**src/rtl/mod_counter_pkg.sv**
```systemverilog
// Shared constants and helpers for the modulo-N counter and its prescaler.
package mod_counter_pkg;

   localparam logic DIR_UP   = 1'b1;
   localparam logic DIR_DOWN = 1'b0;

   // Prescaler register width; a single-cycle prescale still needs one bit.
   function automatic int unsigned presc_width(input int unsigned prescale);
      int unsigned w;
      w = $clog2(prescale);
      return (w < 1) ? 1 : w;
   endfunction

endpackage

```
**src/rtl/mod_counter_prescale.sv**
```systemverilog
// Enable prescaler: issues one step every PRESCALE qualified enable cycles.
module mod_counter_prescale
   import mod_counter_pkg::*;
#(
   parameter int unsigned PRESCALE = 1
) (
   input  logic clk,
   input  logic reset_n,
   input  logic clr,
   input  logic en,
   output logic step
);

   localparam int unsigned   PW     = presc_width(PRESCALE);
   localparam logic [PW-1:0] RELOAD = PW'(PRESCALE - 1);
   localparam logic [PW-1:0] DEC    = PW'(1);

   // Down-counter holding the number of enable cycles still needed before a step.
   logic [PW-1:0] remain_q;

   assign step = en && (remain_q == '0);

   always_ff @(posedge clk or negedge reset_n) begin
      if (!reset_n) begin
         remain_q <= RELOAD;
      end else if (clr) begin
         remain_q <= RELOAD;
      end else if (en) begin
         remain_q <= (remain_q == '0) ? RELOAD : remain_q - DEC;
      end
   end

endmodule

```
**src/rtl/mod_counter.sv**
```systemverilog
// Modulo-N up/down counter with prescaled enable, clear, clipped load and terminal-count pulse.
// Build option: MOD_COUNTER_SATURATE_EN makes a step at the bound hold D instead of wrapping.
module mod_counter
   import mod_counter_pkg::*;
#(
   parameter int unsigned WIDTH    = 16,
   parameter int unsigned MODULUS  = 2**WIDTH,
   parameter int unsigned PRESCALE = 1
) (
   input  logic             clk,
   input  logic             reset_n,
   input  logic             clr,
   input  logic             load,
   input  logic [WIDTH-1:0] load_val,
   input  logic             en,
   input  logic             up,
   output logic [WIDTH-1:0] D,
   output logic             tc
);

   localparam logic [WIDTH:0]   MOD_EXT = (WIDTH+1)'(MODULUS);
   localparam logic [WIDTH:0]   ONE_EXT = (WIDTH+1)'(1);
   localparam logic [WIDTH-1:0] MAX_VAL = WIDTH'(MODULUS - 1);

   logic [WIDTH-1:0] count_q;
   logic [WIDTH-1:0] count_nxt;
   logic             tc_q;
   logic             tc_nxt;
   logic             step;
   logic             presc_clr;
   logic [WIDTH:0]   sum_up;
   logic [WIDTH:0]   diff_dn;
   logic             wrap_up;
   logic             wrap_dn;
   logic             load_over;

   // Load or clear restarts the prescale window, so a concurrent step is lost.
   assign presc_clr = clr | load;

   mod_counter_prescale #(
      .PRESCALE (PRESCALE)
   ) u_prescale (
      .clk     (clk),
      .reset_n (reset_n),
      .clr     (presc_clr),
      .en      (en),
      .step    (step)
   );

   // One extra bit: carry out reaching MODULUS marks the top, borrow marks the bottom.
   assign sum_up    = {1'b0, count_q} + ONE_EXT;
   assign diff_dn   = {1'b0, count_q} - ONE_EXT;
   assign wrap_up   = (sum_up == MOD_EXT);
   assign wrap_dn   = diff_dn[WIDTH];
   assign load_over = ({1'b0, load_val} >= MOD_EXT);

   always_comb begin
      count_nxt = count_q;
      tc_nxt    = 1'b0;
      if (clr) begin
         count_nxt = '0;
      end else if (load) begin
         count_nxt = load_over ? MAX_VAL : load_val;
      end else if (step) begin
         case (up)
            DIR_UP: begin
               if (wrap_up) begin
                  tc_nxt = 1'b1;
`ifdef MOD_COUNTER_SATURATE_EN
                  count_nxt = count_q;
`else
                  count_nxt = '0;
`endif
               end else begin
                  count_nxt = sum_up[WIDTH-1:0];
               end
            end
            DIR_DOWN: begin
               if (wrap_dn) begin
                  tc_nxt = 1'b1;
`ifdef MOD_COUNTER_SATURATE_EN
                  count_nxt = count_q;
`else
                  count_nxt = MAX_VAL;
`endif
               end else begin
                  count_nxt = diff_dn[WIDTH-1:0];
               end
            end
         endcase
      end
   end

   always_ff @(posedge clk or negedge reset_n) begin
      if (!reset_n) begin
         count_q <= '0;
         tc_q    <= 1'b0;
      end else begin
         count_q <= count_nxt;
         tc_q    <= tc_nxt;
      end
   end

   assign D  = count_q;
   assign tc = tc_q;

endmodule

```
**config.mk**
```make
export PLATFORM = sky130hd
export DESIGN_NAME = mod_counter
export DESIGN_NICKNAME = d
export VERILOG_FILES = /design/src/rtl/mod_counter_pkg.sv /design/src/rtl/mod_counter_prescale.sv /design/src/rtl/mod_counter.sv
export SDC_FILE = /design/constraint.sdc
export NUM_CORES = 1
export LEC_CHECK = 0
export ABC_AREA = 1
export ABC_CLOCK_PERIOD_IN_PS = 1300
export BUFFER_PORTS_ARGS = -buffer_cell sky130_fd_sc_hd__buf_2
export CAP_MARGIN = 20
export CORE_MARGIN = 2
export CORE_UTILIZATION = 40
export CTS_BUF_LIST = sky130_fd_sc_hd__clkbuf_4 sky130_fd_sc_hd__clkbuf_8
export DETAILED_ROUTE_END_ITERATION = 10
export PLACE_DENSITY = 0.72
export SLEW_MARGIN = 20
export SYNTH_ARGS = -nofsm -noshare
export SYNTH_HDL_FRONTEND = slang
export SYNTH_SLANG_ARGS = --single-unit
```
**constraint.sdc**
```tcl
create_clock -name clk -period 1.3 [get_ports clk]
set_input_delay 0.065 -clock clk [delete_from_list [all_inputs] [get_ports clk]]
set_output_delay 0.065 -clock clk [all_outputs]
set_load 0.01 [all_outputs]
```
==> out/metrics.yaml, run 1 <==
clockBufferDepth: 2
power_w: 0.00234
slew_viol_final: 0
antenna_found_initial: 0
place_hpwl_um: 4960
crit_end: "D[0]"
drtIter0Drc: 326
worst-setup-path-type: "reg2reg"
ff2ff_path_depth: 7
fmax_ghz: 0.603
seq_area_frac_synth: 0.233
post-route-period-util: 1.28
insertedDiodeCount: 0
tightest_slew_ns: 0.513
routed.top_layer: "met4"
outcome: "finished with violations"
core.rowCount: 24
rsz0062_at_grt: "true"
routed-via-count: 2644
reg2reg_from: "D[4]"
drtAntennaViolNets: 0
port_buffers: 38
drcViolationCount: 0
die_area_mm2: 0.00512
power_density_mw_per_mm2: 814
instances_no_fill: 473
endpoint_kind: "flip-flop"
synth_cell_type_count: 23
setup_viol: 17
synthCells: 330
cts_tree: "done"
reg2reg_to: "D[0]"
via_per_inst: 5.59
placed_area_mm2: 0.00245
crit_start: "D[4]"
start_util: 0.416
ios: 39
die_h_um: 71.5
syn_avg_cell_area_um2: 5.53
grt_pass1_vias: 2440
routabilityCongestion: 0.929
stdcell_area_mm2: 0.00287
clock_skew_ns: 0.00295
min_path_type: "in2reg"
finalHoldViolCount: 0
setup_ws_ns: -0.359
cts.clk_slew.worst_paths_ns: 0.08
period_minus_slack_ns: 1.66
syn_nets: 355
dp.cells: 454
cts_root_buf: "clkbuf_8"
cts_htree_levels: 1
vdd_drop_max_mv: 0.487
wl_met1_um: 3010
clk_latency_ns: 0.27
area_delta_synth_final_pct: 57.4
startpoint_type: "flip-flop"
cts_buffers: 3
drive_above_1_share: 0.423
grtUsageTotal: 0.282
leakage_nw: 1.44
crit_required_ns: 1.49
ys_ff_latch: 17
nets: 447
drt-total-wl_um: 7370
max_slew_margin: 0.657
syn_area_mm2: 0.00182
nFillCells: 388
overflow: 0
reg2reg_setup_slack_ns: -0.36
worst-path-max-fanout: 6
wl_met3_um: 634
fin_hold_ws_ns: 0.0324
cts.sinks: 17
wl_per_cell_um: 15.6
grt_max_degree: 21
arrival_ns: 1.85
violations: "negative setup slack"
ys_warn_count: 0
grt_pass1_wl_um: 11300
routed-wl-met2_um: 3400
firstDrtPassIters: 5
core_area_mm2: 0.00438
maxCapViolCount: 0
final_util: 0.655
fp.dieW_um: 71.5
-- worst min-delay path by stage --
stage	startpoint	endpoint	depth (start not counted)
finish	en	tc	3
global route	en	tc	3
CTS	en	tc	3
detailed placement	reset_n	D[2]	1
global placement	reset_n	D[6]	1
floorplan	reset_n	D[0]	0
-- state kept, by name (all words and copies together) (netlist names) --
register	flops
D	16
tc	1
-- kinds of logic (layout without fill, tap and decap cells) --
logic type / after synthesis / in the layout / synth area share
AND/OR/NAND/NOR: 230 / 230 / 0.535
XOR/XNOR: 4 / 4 / 0.0192
flip-flops: 17 / 17 / 0.233
buffers and inverters: 43 / 134 / 0.0967
adder cells (fa/ha/maj): 3 / 3 / 0.0206
AO/OA/AOI/OAI: 33 / 33 / 0.0953
-- per-layer routing --
layer / track usage / vias to the layer above
met5: 0 / -
met3: 0.0549 / 35
met1: 0.380 / 1217
li1: - / 1233
met4: 0.0922 / 0
met2: 0.456 / 159
-- cells in the mapped netlist --
library cell | n | share of area
or2_0 | 1 | 0.0034
ha_1 | 3 | 0.021
o22ai_1 | 5 | 0.017
nor2_4 | 2 | 0.012
nor3_2 | 1 | 0.0055
a21oi_1 | 4 | 0.011
nor2_1 | 55 | 0.11
buf_4 | 1 | 0.0041
inv_2 | 4 | 0.0082
nand2_2 | 2 | 0.0069
nand2_1 | 120 | 0.25
inv_1 | 25 | 0.051
o21ai_0 | 14 | 0.038
clkinv_1 | 1 | 0.0021
buf_2 | 9 | 0.025
o21a_1 | 1 | 0.0041
nand4_1 | 12 | 0.041
nor2_2 | 6 | 0.021
xor2_1 | 4 | 0.019
o21ai_1 | 9 | 0.025
dfrtp_1 | 17 | 0.23
clkbuf_1 | 3 | 0.0062
nand3_1 | 31 | 0.085
-- power by group --
part / internal, W / switching, W / total (W)
clock network: 0.000240 / 0.000230 / 0.000471
logic: 0.000528 / 0.000650 / 0.00118
registers: 0.000581 / 0.000107 / 0.000687
-- metrics by stage --
step	setup slack, ns	setup TNS (ns)
after CTS	-0.229	-2.85
after global placement	-0.257	-3.08
after floorplan	-0.116	-1.11
after detailed placement	-0.285	-3.52
after global routing	-0.435	-5.95
final	-0.359	-4.73
-- placed cells by master (no fill, tap or decap), drive strengths merged --
master | netlist | final
nand4 | 12 | 12
or2 | 1 | 1
inv | 29 | 29
dfrtp | 17 | 17
o21ai | 23 | 23
dlygate4sd3 | 0 | 1
nand2 | 122 | 122
clkbuf | 3 | 4
nor2 | 63 | 63
a21oi | 4 | 4
o21a | 1 | 1
o22ai | 5 | 5
buf | 10 | 99
xor2 | 4 | 4
nand3 | 31 | 31
clkinv | 1 | 1
nor3 | 1 | 1
ha | 3 | 3
-- area by class of cell --
type	count	area (um^2)	area share
Sequential cell	17	435	0.152
Timing Repair Buffer	100	717	0.250
Clock buffer	4	48.8	0.0170
Multi-Input combinational cell	270	1480	0.516
Inverter	30	123	0.0427
Tap cell	52	65.1	0.0227
-- timing repair --
item                                    4_1_cts  5_1_grt
pin swaps                                    10       36
endpoints found under the hold margin        17        0
buffers inserted                              5        9
hold buffers                                  1        0
endpoints found under the setup margin       17       17
resized for setup                            30       44
-- worst max-delay path, stage by stage, from the launching register on --
cell	delay, ns
dfrtp_2	0.48
nor2_2	0.19
nand2_1	0.15
nor2_4	0.18
nand2_2	0.12
o21ai_0	0.27
nor2_1	0.07
o22ai_1	0.12
Note: power is estimated with default switching activity, not from simulation.
==> inputs of run 2 (changes only) <==
--- a/config.mk
+++ b/config.mk
@@ -13,7 +13,8 @@
 export CORE_UTILIZATION = 40
 export CTS_BUF_LIST = sky130_fd_sc_hd__clkbuf_4 sky130_fd_sc_hd__clkbuf_8
 export DETAILED_ROUTE_END_ITERATION = 10
-export PLACE_DENSITY = 0.72
+export MAX_ROUTING_LAYER = met4
+export PLACE_DENSITY_LB_ADDON = 0.05
 export SLEW_MARGIN = 20
 export SYNTH_ARGS = -nofsm -noshare
 export SYNTH_HDL_FRONTEND = slang
==> out/metrics.yaml, run 2 (synthesized netlist as in run 1, its figures left out) <==
final_common_cell: "nand2_1"  # unchanged
grt_pass1_wl_um: 11300  # about the same
max_slew_margin: 0.706  # was 0.657
violations: "negative setup slack"  # unchanged
fmax_ghz: 0.643  # was 0.603 GHz
clockBufferDepth: 2  # unchanged
via_per_inst: 5.02  # was 5.59
core.rowCount: 24  # unchanged
setup_ws_ns: -0.254  # was -0.359 ns
nFillCells: 410  # was 388
drt-total-wl_um: 6660  # was 7370 um
antenna_found_initial: 0  # unchanged
worst-setup-path-type: "reg2reg"  # unchanged
grtUsageTotal: 0.290  # was 0.282
start_util: 0.416  # unchanged
tns_ns: -3.49  # was -4.73 ns
cts.clk_slew.worst_paths_ns: 0.09  # was 0.08 ns
crit_required_ns: 1.50  # was 1.49 ns
period_minus_slack_ns: 1.55  # was 1.66 ns
setup_viol: 17  # unchanged
slew_viol_final: 0  # unchanged
wl_per_cell_um: 14.0  # was 15.6 um
cts_root_buf: "clkbuf_8"  # unchanged
firstDrtPassIters: 4  # was 5
ios: 39  # unchanged
post-route-period-util: 1.20  # was 1.28
fp.dieW_um: 71.5  # unchanged
port_buffers: 38  # unchanged
drtIter0Drc: 181  # was 326
arrival_ns: 1.75  # was 1.85 ns
largest_reg_flops: 16  # unchanged
tightest_slew_ns: 0.441  # was 0.513 ns
area_delta_synth_final_pct: 53.4  # was 57.4%
routabilityCongestion: 0.953  # was 0.929
leakage_nw: 1.41  # was 1.44 nW
placed_area_mm2: 0.00254  # was 0.00245 mm^2
cts_htree_levels: 1  # unchanged
final_util: 0.638  # was 0.655
clk_latency_ns: 0.27  # about the same
core_area_mm2: 0.00438  # unchanged
power_density_mw_per_mm2: 809  # was 814 mW/mm^2
die_h_um: 71.5  # unchanged
cts.sinks: 17  # unchanged
overflow: 0  # unchanged
routed-via-count: 2384  # was 2644
clock_skew_ns: 0.00424  # was 0.00295 ns
outcome: "finished with violations"  # unchanged
mostFrequentLayoutCells: "nand2_1 (111), buf_4 (56), nor2_1 (42)"  # was nand2_1 (109), buf_4 (50), nor2_1 (41)
drcViolationCount: 0  # unchanged
stdcell_area_mm2: 0.00280  # was 0.00287 mm^2
drive_above_1_share: 0.411  # was 0.423
grt_pass1_vias: 2326  # was 2440
place_hpwl_um: 5010  # was 4960 um
maxCapViolCount: 0  # unchanged
cts_buffers: 3  # unchanged
place_ws_ns: -0.273  # was -0.285 ns
worst-path-max-fanout: 7  # was 6
finalHoldViolCount: 0  # unchanged
grt_max_degree: 19  # was 21
power_w: 0.00226  # was 0.00234 W
vdd_drop_max_mv: 0.361  # was 0.487 mV
insertedDiodeCount: 0  # unchanged
startpoint_type: "flip-flop"  # unchanged
cts_tree: "done"  # unchanged
min_path_type: "in2reg"  # unchanged
drtAntennaViolNets: 0  # unchanged
die_area_mm2: 0.00512  # unchanged
endpoint_kind: "flip-flop"  # unchanged
rsz0062_at_grt: "true"  # unchanged
nets: 449  # was 447
run 2: worst paths after layout:
kind / from / end / slack [ns] / cells past startpoint
max in group asynchronous: reset_n / D[8] / 0.70 / 2
min in group asynchronous: reset_n / tc / 0.27 / 2
max reg2reg: D[0] / D[3] / -0.25 / 11
min: en / tc / 0.03 / 3
max: D[0] / D[3] / -0.25 / 11
min reg2reg: D[9] / D[9] / 0.59 / 2
run 2: report_power, final:
part           switching, W  internal, W
registers         0.0000927     0.000583
clock network      0.000239     0.000240
logic              0.000596     0.000511
total              0.000929      0.00133
run 2: worst max-delay path, stage by stage (launching register included):
cell and delay [ns]:
dfrtp_2 0.48, inv_2 0.11, ha_4 0.16, nand2_4 0.06, nor2_4 0.12, nand2_2 0.09, nand2_4 0.10, buf_6 0.12
o22ai_2 0.05, nand2_1 0.06, nand2_1 0.06, o21ai_1 0.06
run 2: timing repair:
| item | CTS | global route |
|---|---|---|
| endpoints found under the setup margin | 17 | 17 |
| buffers inserted | 2 | 1 |
| pin swaps | 24 | 13 |
| hold endpoints to repair | 17 | 0 |
| hold buffers | 1 | 0 |
| gates resized for setup | 38 | 19 |
run 2: routing by layer:
layer	up-vias	global-route usage	part of all wire
li1	1240	-	-
met1	1065	0.421	0.47
met2	71	0.438	0.46
met3	8	0.0225	0.059
met4	0	0.0671	0.010
met5	-	-	0
run 2: cell type report:
cell class | instances | area [um^2] | share of cell area
Multi-Input combinational cell | 270 | 1420 | 0.506
Timing Repair Buffer | 102 | 708 | 0.253
Sequential cell | 17 | 440 | 0.157
Inverter | 30 | 120 | 0.0429
Tap cell | 52 | 65.1 | 0.0232
Clock buffer | 4 | 48.8 | 0.0174
run 2: stage by stage:
step	std cells	hold WS [ns]
6_report	475	0.0299
5_1_grt	475	0.0497
4_1_cts	474	0.0381
3_5_place_dp	467	0.0400
3_3_place_gp	467	0.0382
2_1_floorplan	330	-0.231
